===== config.mk =====
export PLATFORM = sky130hd
export DESIGN_NAME = axi_sram_read_slave
export DESIGN_NICKNAME = d
export VERILOG_FILES = /design/src/rtl/axi_sram_read_slave.sv
export SDC_FILE = /design/constraint.sdc
export NUM_CORES = 1
export LEC_CHECK = 0
export CORE_ASPECT_RATIO = 1.1
export CORE_MARGIN = 4
export CORE_UTILIZATION = 40
export DETAILED_ROUTE_END_ITERATION = 6
export DONT_BUFFER_PORTS = 1
export SYNTH_ARGS = -nofsm -noshare
export SYNTH_HDL_FRONTEND = slang
export SYNTH_SLANG_ARGS = --single-unit

===== constraint.sdc =====
create_clock -name clk -period 2 [get_ports clk]
set_clock_uncertainty 0.1 [all_clocks]
set_input_delay 0.3 -clock clk [delete_from_list [all_inputs] [get_ports clk]]
set_output_delay 0.3 -clock clk [all_outputs]
set_load 0.02 [all_outputs]

===== src/rtl/axi_sram_read_slave.sv =====
// AXI read-only slave endpoint in front of a single-port SRAM.
// One outstanding AR at a time; FIXED/INCR/WRAP bursts of 32-bit beats, full slave-side ID echoed on RID.
module axi_sram_read_slave #(
    parameter int IDS_BITS  = 8,
    parameter int ADDR_BITS = 32,
    parameter int DATA_BITS = 32,
    parameter int SRAM_AW   = 14
) (
    input  logic                 clk,
    input  logic                 rst,
    input  logic [IDS_BITS-1:0]  ARID,
    input  logic [ADDR_BITS-1:0] ARAddr,
    input  logic [3:0]           ARLen,
    input  logic [2:0]           ARSize,
    input  logic [1:0]           ARBurst,
    input  logic                 ARValid,
    output logic                 ARReady,
    output logic [IDS_BITS-1:0]  RID,
    output logic [DATA_BITS-1:0] RData,
    output logic [1:0]           RResp,
    output logic                 RLast,
    output logic                 RValid,
    input  logic                 RReady,
    output logic                 sram_cs,
    output logic [SRAM_AW-1:0]   sram_addr,
    input  logic [DATA_BITS-1:0] sram_do
);

    typedef enum logic [1:0] {IDLE, RD, CAP, VALID} state_t;

    state_t                 state_q;
    logic [IDS_BITS-1:0]    id_q;
    logic [ADDR_BITS-1:0]   addr_q;
    logic [3:0]             len_q;
    logic [1:0]             burst_q;
    logic [3:0]             cnt_q;
    logic                   err_q;
    logic                   arready_q;
    logic                   rvalid_q;
    logic                   rlast_q;
    logic [IDS_BITS-1:0]    rid_q;
    logic [DATA_BITS-1:0]   rdata_q;
    logic [1:0]             rresp_q;
    logic                   cs_q;
    logic [SRAM_AW-1:0]     saddr_q;

    logic [ADDR_BITS-1:0]   next_addr_d;
    logic [ADDR_BITS-1:0]   incr_addr_s;
    logic [ADDR_BITS-1:0]   wrap_mask_s;
    logic                   ar_err_s;

    function automatic logic wrap_len_ok(input logic [3:0] len);
        return (len == 4'd1) || (len == 4'd3) || (len == 4'd7) || (len == 4'd15);
    endfunction

    // Next-beat address and request error classification
    always_comb begin
        incr_addr_s = addr_q + ADDR_BITS'(4);
        // Wrap window minus one is (len+1)*4-1, i.e. {len, 2'b11}
        wrap_mask_s = {{(ADDR_BITS-6){1'b0}}, len_q, 2'b11};
        next_addr_d = incr_addr_s;
        case (burst_q)
            2'b00:   next_addr_d = addr_q;
            2'b10: begin
                if (wrap_len_ok(len_q)) begin
                    next_addr_d = (addr_q & ~wrap_mask_s) | (incr_addr_s & wrap_mask_s);
                end else begin
                    next_addr_d = incr_addr_s;
                end
            end
            default: next_addr_d = incr_addr_s;
        endcase
        ar_err_s = (ARSize != 3'b010) || (ARBurst == 2'b11) ||
                   ((ARBurst == 2'b10) && !wrap_len_ok(ARLen));
    end

    // Transaction FSM with registered AR/R/SRAM outputs
    always_ff @(posedge clk) begin
        if (!rst) begin
            state_q   <= IDLE;
            id_q      <= '0;
            addr_q    <= '0;
            len_q     <= 4'd0;
            burst_q   <= 2'b00;
            cnt_q     <= 4'd0;
            err_q     <= 1'b0;
            arready_q <= 1'b1;
            rvalid_q  <= 1'b0;
            rlast_q   <= 1'b0;
            rid_q     <= '0;
            rdata_q   <= '0;
            rresp_q   <= 2'b00;
            cs_q      <= 1'b0;
            saddr_q   <= '0;
        end else begin
            case (state_q)
                IDLE: begin
                    if (ARValid && arready_q) begin
                        id_q      <= ARID;
                        addr_q    <= ARAddr;
                        len_q     <= ARLen;
                        burst_q   <= ARBurst;
                        err_q     <= ar_err_s;
                        cnt_q     <= 4'd0;
                        arready_q <= 1'b0;
                        cs_q      <= 1'b1;
                        saddr_q   <= ARAddr[SRAM_AW+1:2];
                        state_q   <= RD;
                    end else begin
                        arready_q <= 1'b1;
                    end
                end
                RD: begin
                    cs_q    <= 1'b0;
                    state_q <= CAP;
                end
                CAP: begin
                    rdata_q  <= sram_do;
                    rvalid_q <= 1'b1;
                    rid_q    <= id_q;
                    rresp_q  <= err_q ? 2'b10 : 2'b00;
                    rlast_q  <= (cnt_q == len_q);
                    state_q  <= VALID;
                end
                VALID: begin
                    if (RReady) begin
                        rvalid_q <= 1'b0;
                        rlast_q  <= 1'b0;
                        if (rlast_q) begin
                            arready_q <= 1'b1;
                            state_q   <= IDLE;
                        end else begin
                            cnt_q   <= cnt_q + 4'd1;
                            addr_q  <= next_addr_d;
                            saddr_q <= next_addr_d[SRAM_AW+1:2];
                            cs_q    <= 1'b1;
                            state_q <= RD;
                        end
                    end
                end
                default: begin
                    state_q   <= IDLE;
                    arready_q <= 1'b1;
                    rvalid_q  <= 1'b0;
                    rlast_q   <= 1'b0;
                    cs_q      <= 1'b0;
                end
            endcase
        end
    end

    assign ARReady   = arready_q;
    assign RID       = rid_q;
    assign RData     = rdata_q;
    assign RResp     = rresp_q;
    assign RLast     = rlast_q;
    assign RValid    = rvalid_q;
    assign sram_cs   = cs_q;
    assign sram_addr = saddr_q;

endmodule


# == Word-level counts from Yosys, hierarchy flattened ==
# Index checks and enable logic that the tools add are counted.
# op_classes
n_addsub,2
n_eq_ne,21
n_mux,30
bitwise_logic,4
n_reduce_logical,23
# ops
op,count
2-to-1 mux 32 bit,4
case mux 32 bit (2 select lines),2
2-to-1 mux 14 bit,3
"adder 32 x 3 -> 32 bit, second input constant",1
bitwise AND 32 bit,1
bitwise AND 32 x 6 -> 32 bit,1
inverter 6 -> 32 bit,1
bitwise OR 32 bit,1
case mux 14 bit (2 select lines),1
2-to-1 mux 4 bit,3
"== test 2 bit, second input constant",5
"!= test 2 bit, second input constant",5
"== test 4 x 1 -> 1 bit, second input constant",2
"== test 4 x 2 -> 1 bit, second input constant",2
"== test 4 x 3 -> 1 bit, second input constant",2
"== test 4 bit, second input constant",2
logical OR 1 bit,8
2-to-1 mux 1 bit,8
case mux 2 bit (4 select lines),1
case mux 4 bit (2 select lines),1
AND reduction 4 bit,2
2-to-1 mux 2 bit,3
case mux 1 bit (2 select lines),3
AND reduction 2 bit,3
12 further kinds,15
# totals
register_bits,113
in_bits,85
out_inout_bits,60
wordCells,96

# == Depth between registers and ports, before layout ==
# logic_depth
ltp_word,9
mapped_depth,8
ltp_nobuf,6

# == Worst setup path before layout ==
# OpenSTA, ideal clock, no wires.
# synth_path
kind,reg2reg
startpoint,reg state_q[0]
endpoint,reg addr_q[13]
arrival_time_ps,1893
slack_ps,-96
stages_incl_launch_ff,8
n_path_buf,1
synth_period_minus_slack_ps,2096
cell_sequence,dfxtp_1 inv_1 ha_1 buf_2 a21boi_1 a211o_1 o41a_1 a2111oi_2
# synth_via
elab_chain_cells,3
elab_cells_between_ends,8
# synth_rtl
item,line,rtl
"start, declared",31,state_t state_q;
"start signal, assigned",80,state_q <= IDLE;
"start signal, assigned",108,state_q <= RD;
"start signal, assigned",115,state_q <= CAP;
== test 2 bit or logical NOT 2 bit (tied branches),96,case (state_q)
!= test 2 bit (no line) or nonzero test 2 bit (tied branches),--,
AND reduction 4 bit (no line),--,
"end signal, assigned",100,addr_q <= ARAddr;
"end signal, assigned",134,addr_q <= next_addr_d;
"end, declared",33,logic [ADDR_BITS-1:0] addr_q;
# Several ways; a longest one is shown, not always the timed one.
# A chain may end at the register's enable or synchronous reset.

# == Worst setup path in the final report ==
# layout_path
startpoint,reg state_q[0]
endpoint,reg cnt_q[3]
# layout_via
elab_chain_cells,3
elab_cells_between_ends,8
# layout_rtl
item,line,rtl
== test 2 bit or logical NOT 2 bit (tied branches),96,
!= test 2 bit (no line) or nonzero test 2 bit (tied branches),--,
AND reduction 4 bit (no line),--,
"end signal, assigned",133,cnt_q <= cnt_q + 4'd1;
"end, declared",36,logic [3:0] cnt_q;
# Several ways; a longest one is shown, not always the timed one.

==> key figures <==
Worst hold path
  – Beginning of the worst hold path: sram_do[2]
  – Endpoint, Worst Hold: RData[2]$_SDFFE_PN0P_
  – Hold WC Path Type: in2reg
  – Hold path depth: 2

Floorplan
  – I/O pin total: 145
  – Die ar.: 0.01072 mm²
  – Initial core utilization: 0.4113
  – Die X: 99.08 µm
  – Core Area: 0.008874 mm²
  – Row count: 36
  – Die Span Y: 108.2 µm

Worst setup path
  – Crit. End Element: register
  – R2r worst-path depth: 7
  – Critical path peak fanout: 7
  – Critical path cell sequence: buf_4 > ha_4 > nor2_1 > a211o_4 > buf_12 > or3_1 > a21oi_1
  – WS Path Type: reg2reg
  – Slowest stage delay, CP: 0.37 ns
  – FF-to-FF End: cnt_q[3]$_SDFFE_PN0P_
  – Worst reg-to-reg setup slack: 0.07 ns
  – Bufs and invs on worst path: 2
  – CP delay by family, top: compound AO/OA/AOI/OAI gates
  – WP depth: 7
  – Nature of the critical path startpoint: register
  – Crit path DAT: 2.12 ns
  – Slowest cell on the critical path: a211o_4
  – Worst R2R Start: state_q[0]$_SDFFE_PN0P_
  – CP required: 2.19 ns

Logic synthesis
  – Syn_nets: between 500 and 600
  – Commonest register cell after synthesis: dfxtp_1
  – Synth top area cells: dfxtp_1, mux2i_1, nor2_1, nand2_1, a21oi_1
  – Yosys top cell by area: dfxtp_1
  – Synthesis-stage register bit count: 80
  – Post-synthesis sequential area ratio: 0.4388
  – Async set-reset flop share out of synthesis: 0
  – Yosys warning count: 0
  – Area of the mapped netlist: 0.003650 mm²
  – Syn Area/Cell: 8.816 µm²
  – Synth unique cells: 61
  – Post-synth top area share: 0.4388
  – Post-Syn Instances: 414
  – Post-synth EDFFs: 0

Flow run
  – Max Cap Viol: 0

Route
  – DR WL/cell: 17.03 µm
  – ANT nets after route: 0
  – Final wirelength: 10,340 µm
  – # DRC: 0
  – Detailed Route Iter0 Violations: around 130
  – Routed vias: 3,324
  – Drt first pass iters: 4
  – Drt via density: 5.476

Timing
  – Worst setup margin: 0.07427 ns
  – Count of final setup violators: 0
  – Crit share post-route: 0.9629
  – Max-slew violation count: 0
  – Final Hold Fails: 0
  – Max Clk Rate: 519.3 MHz
  – Final hold slack: 0.01555 ns
  – Minimum clock period: approximately 1.9 ns

Placed design
  – HPWL after DPL: 6738 µm
  – Placed Area: 0.004058 mm²
  – Pre-CTS WS: -0.03198 ns
  – Routability congestion estimate: 0.8306
  – # port buffers: 0

Cells and area
  – Final-layout fill cell count: 808
  – Commonest non-fill, non-tap cells in the layout: dfxtp_1, nor2_1, dlygate4sd3_1
  – Area grow syn2layout: 31.20%
  – Reg area: 0.001605 mm²
  – Proportion of layout cells with a drive suffix above 1: 0.1684
  – Commonest non-fill, non-tap cell in the layout: dfxtp_1
  – Final instance area: between 0.004 and 0.005 mm²
  – Diodes inserted: 0
  – Final nets: 580
  – Multi-input gate area: 0.001947 mm²

Global route
  – Initial antenna violation count: 0
  – Pin count of the biggest net entering global routing: 66
  – First-pass GRT wire length: 16,640 µm
  – Vias in the first global route: roughly 3,400
  – GRT overflow: 0
  – GRT Total Usage: 0.1935

CTS
  – CTS tree: yes
  – Max clock buf depth: 2
  – Clk pin slew, worst setup/hold paths: roughly 0.090 ns
  – Num CTS Buffers: 9
  – Root Driver: clkbuf_8
  – Worst-Skew Late Latency: 0.36 ns
  – Clk sinks: 80
  – # H-tree levels: 3

Power
  – Psw: 2768 µW
  – PD cells: 1395 mW/mm²
  – Clock network power share: 0.171
  – Peak supply drop: 0.0005683 V
  – Logic gate share of total power: 0.455
  – P_int: approximately 3900 µW
  – P_leak: 0.001766 µW
  – Sequential share of power: 0.373
  – Switching Share: 0.4144
  – Total chip power: 6680 µW

Run status
  – Status: finished clean
-- stage by stage --
stage	TNS, ns	instances	utilization
floorplan	0	414	-
global placement	-0.02061	542	0.4573
detailed placement	-0.06965	542	0.4573
CTS	0	606	0.5351
global route	-0.08945	607	0.5396
finish	0	607	0.5396
-- per-layer routing --
layer | vias to the layer above | routed length, µm | track usage
met1 | 1530 | 4161 | 0.2263
met3 | 13 | 1001 | 0.07226
met2 | 145 | 5039 | 0.3229
met4 | 0 | 135 | 0.07220
met5 | - | 0 | 0
li1 | 1636 | - | -
-- power groups by stage --
stage / clock network, µW / registers, µW / logic, µW
global placement: 0 / 2520 / 2660
CTS: 1180 / 2490 / 2940
floorplan: 0 / 2670 / 1520
global route: 1250 / 2550 / 3330
detailed placement: 0 / 2530 / 2720
finish: 1150 / 2490 / 3040
-- cells by family (layout without fill, tap and decap cells) --
family | Yosys count | in the layout | share of synthesized area
AO/OA/AOI/OAI | 93 | 93 | 0.1721
XOR/XNOR | 4 | 4 | 0.009601
adder cells (fa/ha/maj) | 7 | 7 | 0.02400
buffers and inverters | 39 | 118 | 0.04216
flip-flops | 80 | 80 | 0.4388
multiplexers | 44 | 44 | 0.1210
other | 1 | 1 | 0.001027
AND/OR/NAND/NOR | 146 | 146 | 0.1913
-- worst max path at each step --
stage                            startpoint                      end  slack, ns
global placement    state_q[1]$_SDFFE_PN0P_  addr_q[13]$_SDFFE_PN0P_      -0.02
CTS                 state_q[1]$_SDFFE_PN0P_  addr_q[13]$_SDFFE_PN0P_       0.01
floorplan           state_q[1]$_SDFFE_PN0P_  addr_q[13]$_SDFFE_PN0P_       0.01
finish              state_q[0]$_SDFFE_PN0P_    cnt_q[3]$_SDFFE_PN0P_       0.07
detailed placement  state_q[1]$_SDFFE_PN0P_  addr_q[14]$_SDFFE_PN0P_      -0.03
global route        state_q[1]$_SDFFE_PN0P_  addr_q[14]$_SDFFE_PN0P_      -0.03
-- cells in the mapped netlist (3+ instances only) --
master,count
dfxtp_1,80
or3_1,3
nand3_1,10
nand2_1,39
buf_1,9
nand4_1,8
nor2b_1,6
nor4_1,4
mux2i_1,43
a211oi_1,3
nor3_1,6
a21oi_1,29
a31oi_1,6
a311oi_1,4
inv_1,10
o2111ai_1,5
a211o_1,3
buf_2,3
clkbuf_1,14
o21ai_0,16
nor2_1,53
xor2_1,3
ha_1,7
o211ai_1,3
-- area by class of cell --
type                    count  share of cell area
well taps                 114             0.02979
inverters                  12            0.009407
clock inverters             6             0.01045
repair buffers             90              0.1798
multi-input cells         295              0.4066
flip-flops and latches     80              0.3352
clock buffers              10             0.02874
-- flip-flops by register name (all words and copies together) (netlist names) --
| name | cells |
|---|---|
| burst_q | 2 |
| cnt_q | 4 |
| RLast | 1 |
| len_q | 4 |
| err_q | 1 |
| RResp | 1 |
| addr_q | 14 |
| RData | 32 |
| id_q | 8 |
| ARReady | 1 |
| RValid | 1 |
| RID | 8 |
| state_q | 2 |
| sram_cs | 1 |
-- timing repair --
| action | in CTS | in global routing |
|---|---|---|
| hold buffers | 46 | 0 |
| endpoints found under the hold margin | 51 | 0 |
| pin swaps | 0 | 2 |
| resized for setup | 4 | 6 |
| setup endpoints to repair | 6 | 12 |
| buffers inserted | 2 | 1 |
| cloned | 0 | 0 |
Power figures use the tool's default switching activity.
